File: config.mk
export PLATFORM = sky130hd
export DESIGN_NAME = bram_rd_seq
export DESIGN_NICKNAME = d
export VERILOG_FILES = /design/src/rtl/bram_rd_seq_pkg.sv /design/src/rtl/bram_rd_seq_vld_pipe.sv /design/src/rtl/bram_rd_seq.sv
export SDC_FILE = /design/constraint.sdc
export NUM_CORES = 1
export LEC_CHECK = 0
export ABC_AREA = 1
export CAP_MARGIN = 5
export CORE_UTILIZATION = 54
export DETAILED_ROUTE_END_ITERATION = 16
export PLACE_DENSITY = 0.79
export REMOVE_ABC_BUFFERS = 1
export SYNTH_ARGS = -nofsm -noshare
export SYNTH_HDL_FRONTEND = slang
export SYNTH_SLANG_ARGS = --single-unit
File: constraint.sdc
create_clock -name CLK -period 2 [get_ports CLK]
set_input_delay 0.5 -clock CLK [delete_from_list [all_inputs] [get_ports CLK]]
set_output_delay 0.5 -clock CLK [all_outputs]
set_load 0.1 [all_outputs]
File: src/rtl/bram_rd_seq_pkg.sv
// Shared types and constants for the BRAM port-B read sequencer.
package bram_rd_seq_pkg;

  // Width of the byte-rotation select (one of four byte lanes).
  localparam int SEL_W = 2;

  // Sequencer states: waiting for a request, issuing reads, draining returns.
  typedef enum logic [1:0] {
    ST_IDLE  = 2'd0,
    ST_ISSUE = 2'd1,
    ST_DRAIN = 2'd2
  } state_e;

endpackage

File: src/rtl/bram_rd_seq_vld_pipe.sv
// Two-stage valid delay line: stage 1 lines up with BRAM read data,
// stage 2 lines up with the rotation stage's registered output.
module vld_pipe (
  input  logic clk,
  input  logic rst_n,
  input  logic en_in,
  output logic sm_en,
  output logic out_valid
);

  logic stage1_q, stage1_d;
  logic stage2_q, stage2_d;

  // Next values simply shift the read enable down the line.
  always_comb begin
    stage1_d = en_in;
    stage2_d = stage1_q;
  end

  // Delay registers; clearing them drops any read still in flight.
  always_ff @(posedge clk or negedge rst_n) begin
    if (!rst_n) begin
      stage1_q <= 1'b0;
      stage2_q <= 1'b0;
    end else begin
      stage1_q <= stage1_d;
      stage2_q <= stage2_d;
    end
  end

  assign sm_en     = stage1_q;
  assign out_valid = stage2_q;

endmodule

File: src/rtl/bram_rd_seq.sv
// BRAM port-B read sequencer: issues LEN word reads from a byte start
// address, tracks returning beats and pulses DONE on the last one.
module bram_rd_seq
  import bram_rd_seq_pkg::*;
#(
  parameter int ADDR_W = 10,
  parameter int LEN_W  = 12
) (
  input  logic              CLK,
  input  logic              RST_N,
  input  logic              START,
  input  logic [ADDR_W+1:0] START_ADDR,
  input  logic [LEN_W-1:0]  LEN,
  input  logic              STALL,
  output logic              EN_B,
  output logic [ADDR_W-1:0] ADDR_B,
  output logic              SM_EN,
  output logic [SEL_W-1:0]  Sel,
  output logic              OUT_VALID,
  output logic              BUSY,
  output logic              DONE
);

  state_e             state_q, state_d;
  logic [ADDR_W-1:0]  word_addr_q, word_addr_d;
  logic [LEN_W-1:0]   issue_cnt_q, issue_cnt_d;
  logic [LEN_W-1:0]   ret_cnt_q, ret_cnt_d;
  logic [LEN_W-1:0]   len_q, len_d;
  logic [SEL_W-1:0]   sel_q, sel_d;
  logic               zero_done_q, zero_done_d;

  logic               issue;
  logic               last_beat;

  // A read goes out whenever we are issuing and downstream is not pushing back.
  assign issue     = (state_q == ST_ISSUE) && !STALL;
  // The beat that brings the return count up to the latched length ends the transfer.
  assign last_beat = OUT_VALID && (state_q != ST_IDLE) &&
                     (ret_cnt_q == (len_q - LEN_W'(1)));

  // Next-state and datapath updates for the request, issue and return sides.
  always_comb begin
    state_d     = state_q;
    word_addr_d = word_addr_q;
    issue_cnt_d = issue_cnt_q;
    ret_cnt_d   = ret_cnt_q;
    len_d       = len_q;
    sel_d       = sel_q;
    zero_done_d = 1'b0;

    case (state_q)
      ST_IDLE: begin
        if (START) begin
          if (LEN != '0) begin
            word_addr_d = START_ADDR[ADDR_W+1:2];
            issue_cnt_d = LEN;
            len_d       = LEN;
            ret_cnt_d   = '0;
            sel_d       = START_ADDR[1:0];
            state_d     = ST_ISSUE;
          end else begin
            zero_done_d = 1'b1;
          end
        end
      end
      ST_ISSUE: begin
        if (issue) begin
          word_addr_d = word_addr_q + ADDR_W'(1);
          issue_cnt_d = issue_cnt_q - LEN_W'(1);
          if (issue_cnt_q == LEN_W'(1)) begin
            state_d = ST_DRAIN;
          end
        end
      end
      ST_DRAIN: begin
        if (last_beat) begin
          state_d = ST_IDLE;
          sel_d   = '0;
        end
      end
      default: begin
        state_d = ST_IDLE;
      end
    endcase

    if (OUT_VALID && (state_q != ST_IDLE)) begin
      ret_cnt_d = ret_cnt_q + LEN_W'(1);
    end
  end

  // State and datapath registers, all cleared by reset.
  always_ff @(posedge CLK or negedge RST_N) begin
    if (!RST_N) begin
      state_q     <= ST_IDLE;
      word_addr_q <= '0;
      issue_cnt_q <= '0;
      ret_cnt_q   <= '0;
      len_q       <= '0;
      sel_q       <= '0;
      zero_done_q <= 1'b0;
    end else begin
      state_q     <= state_d;
      word_addr_q <= word_addr_d;
      issue_cnt_q <= issue_cnt_d;
      ret_cnt_q   <= ret_cnt_d;
      len_q       <= len_d;
      sel_q       <= sel_d;
      zero_done_q <= zero_done_d;
    end
  end

  vld_pipe u_vld_pipe (
    .clk       (CLK),
    .rst_n     (RST_N),
    .en_in     (issue),
    .sm_en     (SM_EN),
    .out_valid (OUT_VALID)
  );

  assign EN_B   = issue;
  assign ADDR_B = word_addr_q;
  assign Sel    = sel_q;
  assign BUSY   = (state_q != ST_IDLE);
  assign DONE   = zero_done_q | last_beat;

endmodule

## Yosys cells after proc, flatten, opt, wreduce, memory -nomap -nowiden

Cells that the tools add are included.

| word-level totals | value |
|---|---|
| register bits after elaboration | 53 |
| output and inout bits | 17 |
| input port bits | 28 |

| cells by class | value |
|---|---|
| reductions and logical operators | 17 |
| $add $sub $neg | 4 |
| eq/ne operators | 9 |
| bitwise gates (word level) | 1 |
| mux-type cells | 24 |

Operator list:

| cell | count |
|---|---|
| $mux 12 | 7 |
| $mux 10 | 3 |
| $pmux 12 s2 | 1 |
| $sub 12x1->12 const B | 2 |
| $pmux 10 s2 | 1 |
| $mux 2 | 7 |
| $add 12x1->12 const B | 1 |
| $eq 12x1->1 const B | 1 |
| $eq 12x12->1 | 1 |
| $reduce_bool 12->1 | 1 |
| $reduce_bool 2->1 | 6 |
| $add 10x1->10 const B | 1 |
| $reduce_and 4->1 | 2 |
| $ne 2x2->1 const B | 3 |
| $pmux 2 s3 | 1 |
| $reduce_and 3->1 | 2 |
| $reduce_and 5->1 | 1 |
| $ne 2x1->1 const B | 2 |
| $pmux 2 s2 | 1 |
| $logic_and 1x1->1 | 3 |
| $mux 1 | 3 |
| $eq 2x1->1 const B | 1 |
| $eq 2x2->1 const B | 1 |
| $logic_not 2->1 | 1 |
| other kinds (2) | 2 |

## Logic depth before layout (Yosys ltp)

| logic depth | value |
|---|---|
| depth after elaboration | 5 |
| mapped depth | 16 |

## By module

From an unflattened synthesis, not the netlist that was laid out.

| unflattened totals | value |
|---|---|
| cell total of the unflattened synthesis | 460 |
| area total of the unflattened synthesis | 3364.5 um^2 |

By module, submodules not included:

| module | seq. area each (um^2) | cells an instance | area each (um^2) | instances |
|---|---|---|---|---|
| bram_rd_seq | 1276.2 | 458 | 3314.4 | 1 |
| vld_pipe | 50.0 | 2 | 50.0 | 1 |

## Worst setup path after synthesis

OpenSTA, ideal clock, no wires.

| timing path | value |
|---|---|
| path kind | register to output |
| from | register u_vld_pipe.stage2_q, in the netlist u_vld_pipe.out_valid |
| to | output DONE |
| stages on the path, launching flop included | 9 |
| arrival | 2.321 ns |
| slack | -0.821 ns |
| required time | 1.500 ns |
| cells stage by stage | dfrtp_1 -> inv_1 -> nor2_4 -> nand3_1 -> nor2_1 -> nand2_1 -> nor2_1 -> nand3_1 -> nand2_1 |

| on the way | value |
|---|---|
| word-level cells in the longest chain between the ends | 3 |

RTL lines:

| element | RTL line | source |
|---|---|---|
| from (decl) | bram_rd_seq_vld_pipe.sv:12 | `logic stage2_q, stage2_d;` |
| from (signal assigned) | bram_rd_seq_vld_pipe.sv:27 | `stage2_q <= stage2_d;` |
| $logic_and 1x1->1 (2 in a row) | bram_rd_seq.sv:38 | `assign last_beat = OUT_VALID && (state_q != ST_IDLE) &&` |
| $or 1x1->1 | bram_rd_seq.sv:124 | `assign DONE = zero_done_q \| last_beat;` |
| to (decl) | bram_rd_seq.sv:21 | `output logic DONE` |

Every way passes these cells.

## Final worst setup path

| timing path | value |
|---|---|
| from | register len_q[0] |
| to | output DONE |

| on the way | value |
|---|---|
| word-level cells in the longest chain between the ends | 4 |

RTL lines:

| element | RTL line | source |
|---|---|---|
| from (decl) | bram_rd_seq.sv:28 | `logic [LEN_W-1:0] len_q, len_d;` |
| from (signal assigned) | bram_rd_seq.sv:106 | `len_q <= len_d;` |
| $sub 12x1->12 | bram_rd_seq.sv:39 | `(ret_cnt_q == (len_q - LEN_W'(1)));` |
| $eq 12x12->1 | bram_rd_seq.sv:39 |  |
| $logic_and 1x1->1 | bram_rd_seq.sv:38 |  |
| $or 1x1->1 | bram_rd_seq.sv:124 |  |

Every way passes these cells.

==> metrics.cfg <==
[sta]
fin_crit_sh_pct = 126
slew_violations = 0
setup_ws_ns = -0.514
whs_ns = 0.104
tightest_slew_ns = 0.426
hold_viol = 0
rsz0062_at_grt = yes
max_slew_margin_pct = 71.6
fin_worst_skew_ns = 0.00604
fin_crit_ns = 2.51
setup_violations = 1
final.setup.tns_ns = -0.514
fmaxAchievable_mhz = 398

[grt]
grt_util_met2_pct = 51.5
gr-max-usage-layer = met2
grt-ovfl-total = 0
grt_first_pass_wirelength_mm = 13.8
groute.usage.overall_pct = 28.3
grt_max_degree = 29
met3_usage_pct = 4.80
grt_use_met1_pct = 33.5
grt_pass1_vias = 3081
antenna_found_initial = 0

[clock_tree]
numCtsBuffers = 5
clockBufferDepth = 2
ctsHoldBuffers = 0
clk_latency_ns = 0.31
path_clk_slew_ns = 0.10
htree_levels = 2
cts.sink_count = 53
cts_tree = yes
root_buffer = clkbuf_8

[layout]
fillers = 394
area_delta_synth_final_pct = 35.1
drive_above_1_share_pct = 18.2
antennaDiodeCount = 0
nNetsFinal = 569
design_area_mm2 = 0.00442

[critical_path]
worst_setup_path_start_kind = flop
cp-end-kind = primary output
critical_path_class = reg2out
worstPathRequired_ns = 1.50
critPathMaxFanout = 2
arrival_ns = 2.01

[synth]
synth-simple-area-share_pct = 29.4
ys_ff_latch = 53
synth.distinct_cells = 36
ys_async_sr_fraction_pct = 100
synth_edf_count = 0
yosysMostFrequentCell = nand2_1
syn_area_mm2 = 0.00327
synth_xor_area_share_pct = 3.75
netlist.area_leader.share_pct = 40.6
yosysWarnings = 0
netlist_top_cells_area = dfrtp_1, nand2_1, inv_1
syn_inst = 456
synth_fa_ha_area_share_pct = 1.91
yosysTopAreaCell = dfrtp_1
ys_seq_area_share_pct = 40.6
synth_compound_area_share_pct = 15.0
synth_commonest_cells = nand2_1, inv_1, nor2_1
synth_area_per_cell_um2 = 7.17
synthMuxAreaShare_pct = 0.306
synth_top_family_by_area = simple AND/OR/NAND/NOR gates
synth_top_flop_cell = dfrtp_1

[placed_design]
io_buffer_count = 44
gp_congestion = 0.882
placed_area_mm2 = 0.00419
hpwl_mm = 6.24

[floorplanning]
die_h_um = 79.8
rows = 27
initial_utilization_pct = 57.6
dieArea_mm2 = 0.00637
die_w_um = 79.8
core_mm2 = 0.00568
ios = 45

[route]
ant_nets = 0
drc_errors = 0
wl_mm = 8.34
drt-initial-drc-count = 140
vias = 3199
dr.pass1.iters = 4
via_per_inst = 5.25
wl_per_cell_um = 13.7

[power_and_ir_drop]
peakVddDrop_mv = 0.398
power.density_mw_per_mm2 = 544
p_leak_nw = 2.12

[run_status]
violations = setup timing
outcome = finished with violations

[worst_hold_path]
holdCritPathClass = in2async

[run]
max_cap_violations = 0

cell families (layout without fill, tap and decap cells):
group	after synthesis	count (layout)
adders and majority gates	5	5
AOI/OAI and AO/OA	85	85
buffers and inverters	73	154
muxes	1	1
and+or+nand+nor	225	225
DFF	53	53
xor gates and xnor gates	14	14
layout make-up:
class | count | area, um^2 | area share (%)
multi-input cells | 330 | 1730 | 39.1
flip-flops and latches | 53 | 1330 | 30.0
clock inverters | 3 | 65.1 | 1.47
inverters | 62 | 235 | 5.33
repair buffers | 84 | 906 | 20.5
well taps | 72 | 90.1 | 2.04
clock buffers | 5 | 68.8 | 1.56
cells in the final DEF, fill, tap and decap left out, types with 4 or more instances in the layout:
cell type,instances
buf_12,17
clkbuf_8,5
xnor2_1,5
nor2_2,5
nand2_2,6
ha_1,4
clkdlybuf4s50_1,26
nor3_1,7
o21ai_1,8
nand4_1,6
nand2_1,113
a21oi_1,20
nand3_1,25
nor2_1,51
o21ai_0,39
xor2_1,9
inv_1,58
dfrtp_1,53
buf_4,40
critical path, stage by stage, from the launching register on:
cell and delay [ns]:
dfrtp_1 0.38, inv_2 0.06, ha_4 0.27, inv_2 0.03, nand2_2 0.06, nand2_2 0.06
nor2_2 0.10, nand3_1 0.09, nor2_1 0.10, nand2_1 0.05, nor2_1 0.13, nand3_2 0.10
nand2_2 0.09, buf_12 0.17
power breakdown:
group	switching [mW]	leakage [nW]	internal [mW]
registers	0.0435	0.652	1.11
logic	0.214	1.40	0.163
clock network	0.380	0.0681	0.498
path summary, 6_finish.rpt:
path                                            start                        endpoint  slack (ns)  cells after the start
min                                             RST_N        ret_cnt_q[4]$_DFFE_PN0P_        0.10                      1
max reg2reg                      len_q[0]$_DFFE_PN0P_              Sel[1]$_DFFE_PN0P_        0.06                     16
min reg2reg                u_vld_pipe.sm_en$_DFF_PN0_  u_vld_pipe.out_valid$_DFF_PN0_        0.40                      0
min in group CLK           u_vld_pipe.sm_en$_DFF_PN0_  u_vld_pipe.out_valid$_DFF_PN0_        0.40                      0
max                              len_q[0]$_DFFE_PN0P_                            DONE       -0.51                     13
max in group asynchronous                       RST_N  u_vld_pipe.out_valid$_DFF_PN0_        1.37                      2
per-layer routing:
metal	wire [um]	vias to the layer above
li1	-	1631
met1	3400	1485
met2	4460	65
met3	267	18
met4	210	0
met5	0	-
metrics by stage:
step | cells | utilization [%] | power [mW] | setup WS [ns]
6_report | 609 | 77.8 | 2.40 | -0.514
5_1_grt | 609 | 77.8 | 2.50 | -0.665
4_1_cts | 607 | 76.5 | 2.40 | -0.506
3_5_place_dp | 599 | 73.8 | 1.54 | -0.308
3_3_place_gp | 599 | 73.8 | 1.53 | -0.235
2_1_floorplan | 445 | - | 1.35 | -0.821
what timing repair did:
action / in CTS / in global routing
pin swaps: 4 / 10
endpoints found under the setup margin: 2 / 46
endpoints found under the hold margin: 0 / 0
setup buffers: 0 / 2
resized for setup: 9 / 14
sequential cells by signal, summed over array words and instances, names as in the netlist:
register / cells
u_vld_pipe.sm_en: 1
len_q: 12
ADDR_B: 10
u_vld_pipe.out_valid: 1
Sel: 2
issue_cnt_q: 12
ret_cnt_q: 12
state_q: 2
zero_done_q: 1
Power figures use the tool's default switching activity.
==> patch: new RTL, same settings <==
Encoding of `state_e`: now one-hot (3 bits for 3 states).
--- a/src/rtl/bram_rd_seq_pkg.sv
+++ b/src/rtl/bram_rd_seq_pkg.sv
@@ -5,10 +5,10 @@
   localparam int SEL_W = 2;
 
   // Sequencer states: waiting for a request, issuing reads, draining returns.
-  typedef enum logic [1:0] {
-    ST_IDLE  = 2'd0,
-    ST_ISSUE = 2'd1,
-    ST_DRAIN = 2'd2
+  typedef enum logic [2:0] {
+    ST_IDLE  = 3'b001,
+    ST_ISSUE = 3'b010,
+    ST_DRAIN = 3'b100
   } state_e;
 
 endpackage
Check against the original RTL: no difference found for any inputs over 4 cycles, from zero or initial values and one cycle with RST_N low; so few cycles prove little.
==> patch against the unedited design <==
The flow still finishes with violations (setup timing); wire length is 0.18% higher; area after synthesis is 2.3% higher; global-route usage is 1.1 points lower; sequential cell count is 1 higher; total power is 13% lower; utilization is 1.1 points lower; synthesized cell count is 0.66% higher; design area is 3.5% higher; setup slack better by 0.046 ns; sequential share of layout area is 0.41 points lower; largest power group unchanged; highest routed layer unchanged.
==> patch: results (changes against the unedited design) <==
status=finished, violations left; failing checks=setup timing; leakage=2.09 nW (-1.8%); met3 wire length=334 um (+25%); met2 routed WL=4.27 mm (-4.1%); final setup margin=-0.468 ns (+0.0463 ns); clk_skew=0.0160 ns (+0.0100 ns); First DRT Iteration DRCs=127 (-9.3%); critical path fanouts, max=4 (+2); Placed Area=4320 um^2 (+3.3%); largest net degree at the start of global routing=34 (+17%); sequential-to-total area share from yosys stat=0.405 (-0.00110); clock transition at the registers of the reported paths=0.12 ns (+0.02 ns); final setup vio count=1 (unchanged); Unique masters post-synth=39 (+8.3%); initial core utilization=0.561 (-0.0147); Slew headroom=0.556 (-0.160); Final GP Congestion=0.872 (-1.2%); top cells by area, synth=dfrtp_1 40%, nand2_1 15%, o21ai_0 5.8%; Synth Area in XOR/XNOR=0.0314 (-0.00607); Net count, final=582 (+2.3%); met3 Resource Use GR=0.0500 (+0.00200); met1 Usage GRT=0.319 (-0.0158); All-Layer GR Usage=0.272 (-0.0115); FF-to-FF path depth=14 (-2); post-synthesis mux area share=0 (-0.00306); worst vdd ir=0.330 mV (-17%); CP arrival=1.97 ns (-0.04 ns); post-place setup slack=-0.283 ns (+0.0250 ns)
[patch: timing repair]
item,4_1_cts,5_1_grt
cloned,0,2
buffers inserted,2,2
gates resized for setup,13,23
pin swaps,5,8
endpoints found under the setup margin,7,51
[patch: per-stage QoR]
step	hold slack, ns	total power [mW]	std cells	TNS [ns]
6_report	0.138	2.10	625	-0.468
5_1_grt	0.152	2.18	625	-1.62
4_1_cts	0.145	2.10	621	-0.479
3_5_place_dp	0.362	1.47	612	-9.45
3_3_place_gp	0.359	1.46	612	-9.17
2_1_floorplan	0.204	1.30	447	-22.10
[patch: layout make-up]
cell class | instances | area, um^2
Sequential cell | 54 | 1350
Multi-Input combinational cell | 336 | 1810
Timing Repair inverter | 2 | 12.5
Fill cell | 428 | 1390
Clock inverter | 3 | 25.0
Clock buffer | 5 | 68.8
Timing Repair Buffer | 93 | 977
Tap cell | 75 | 93.8
Inverter | 57 | 225
[patch: power by group]
part / switching (mW) / leakage [nW] / internal (mW)
Combinational: 0.167 / 1.42 / 0.139
Sequential: 0.0339 / 0.620 / 1.12
Clock: 0.389 / 0.0447 / 0.254
Total: 0.590 / 2.09 / 1.51
[patch: critical path, cell delays in order (launching register included)]
cell and delay, ns:
dfrtp_1 0.40, inv_2 0.08, ha_4 0.15, nand3_1 0.15
nor2_2 0.17, nand2_1 0.08, nand3_1 0.08, nand2_1 0.05
nor2_1 0.10, nand3_1 0.12, nand2_2 0.10, buf_12 0.17
[patch: kinds of logic after synthesis]
group / count (synthesis)
compound gates: 77
xor+xnor: 12
fa+ha+maj: 5
buf+inv: 69
flops: 54
simple gates: 242
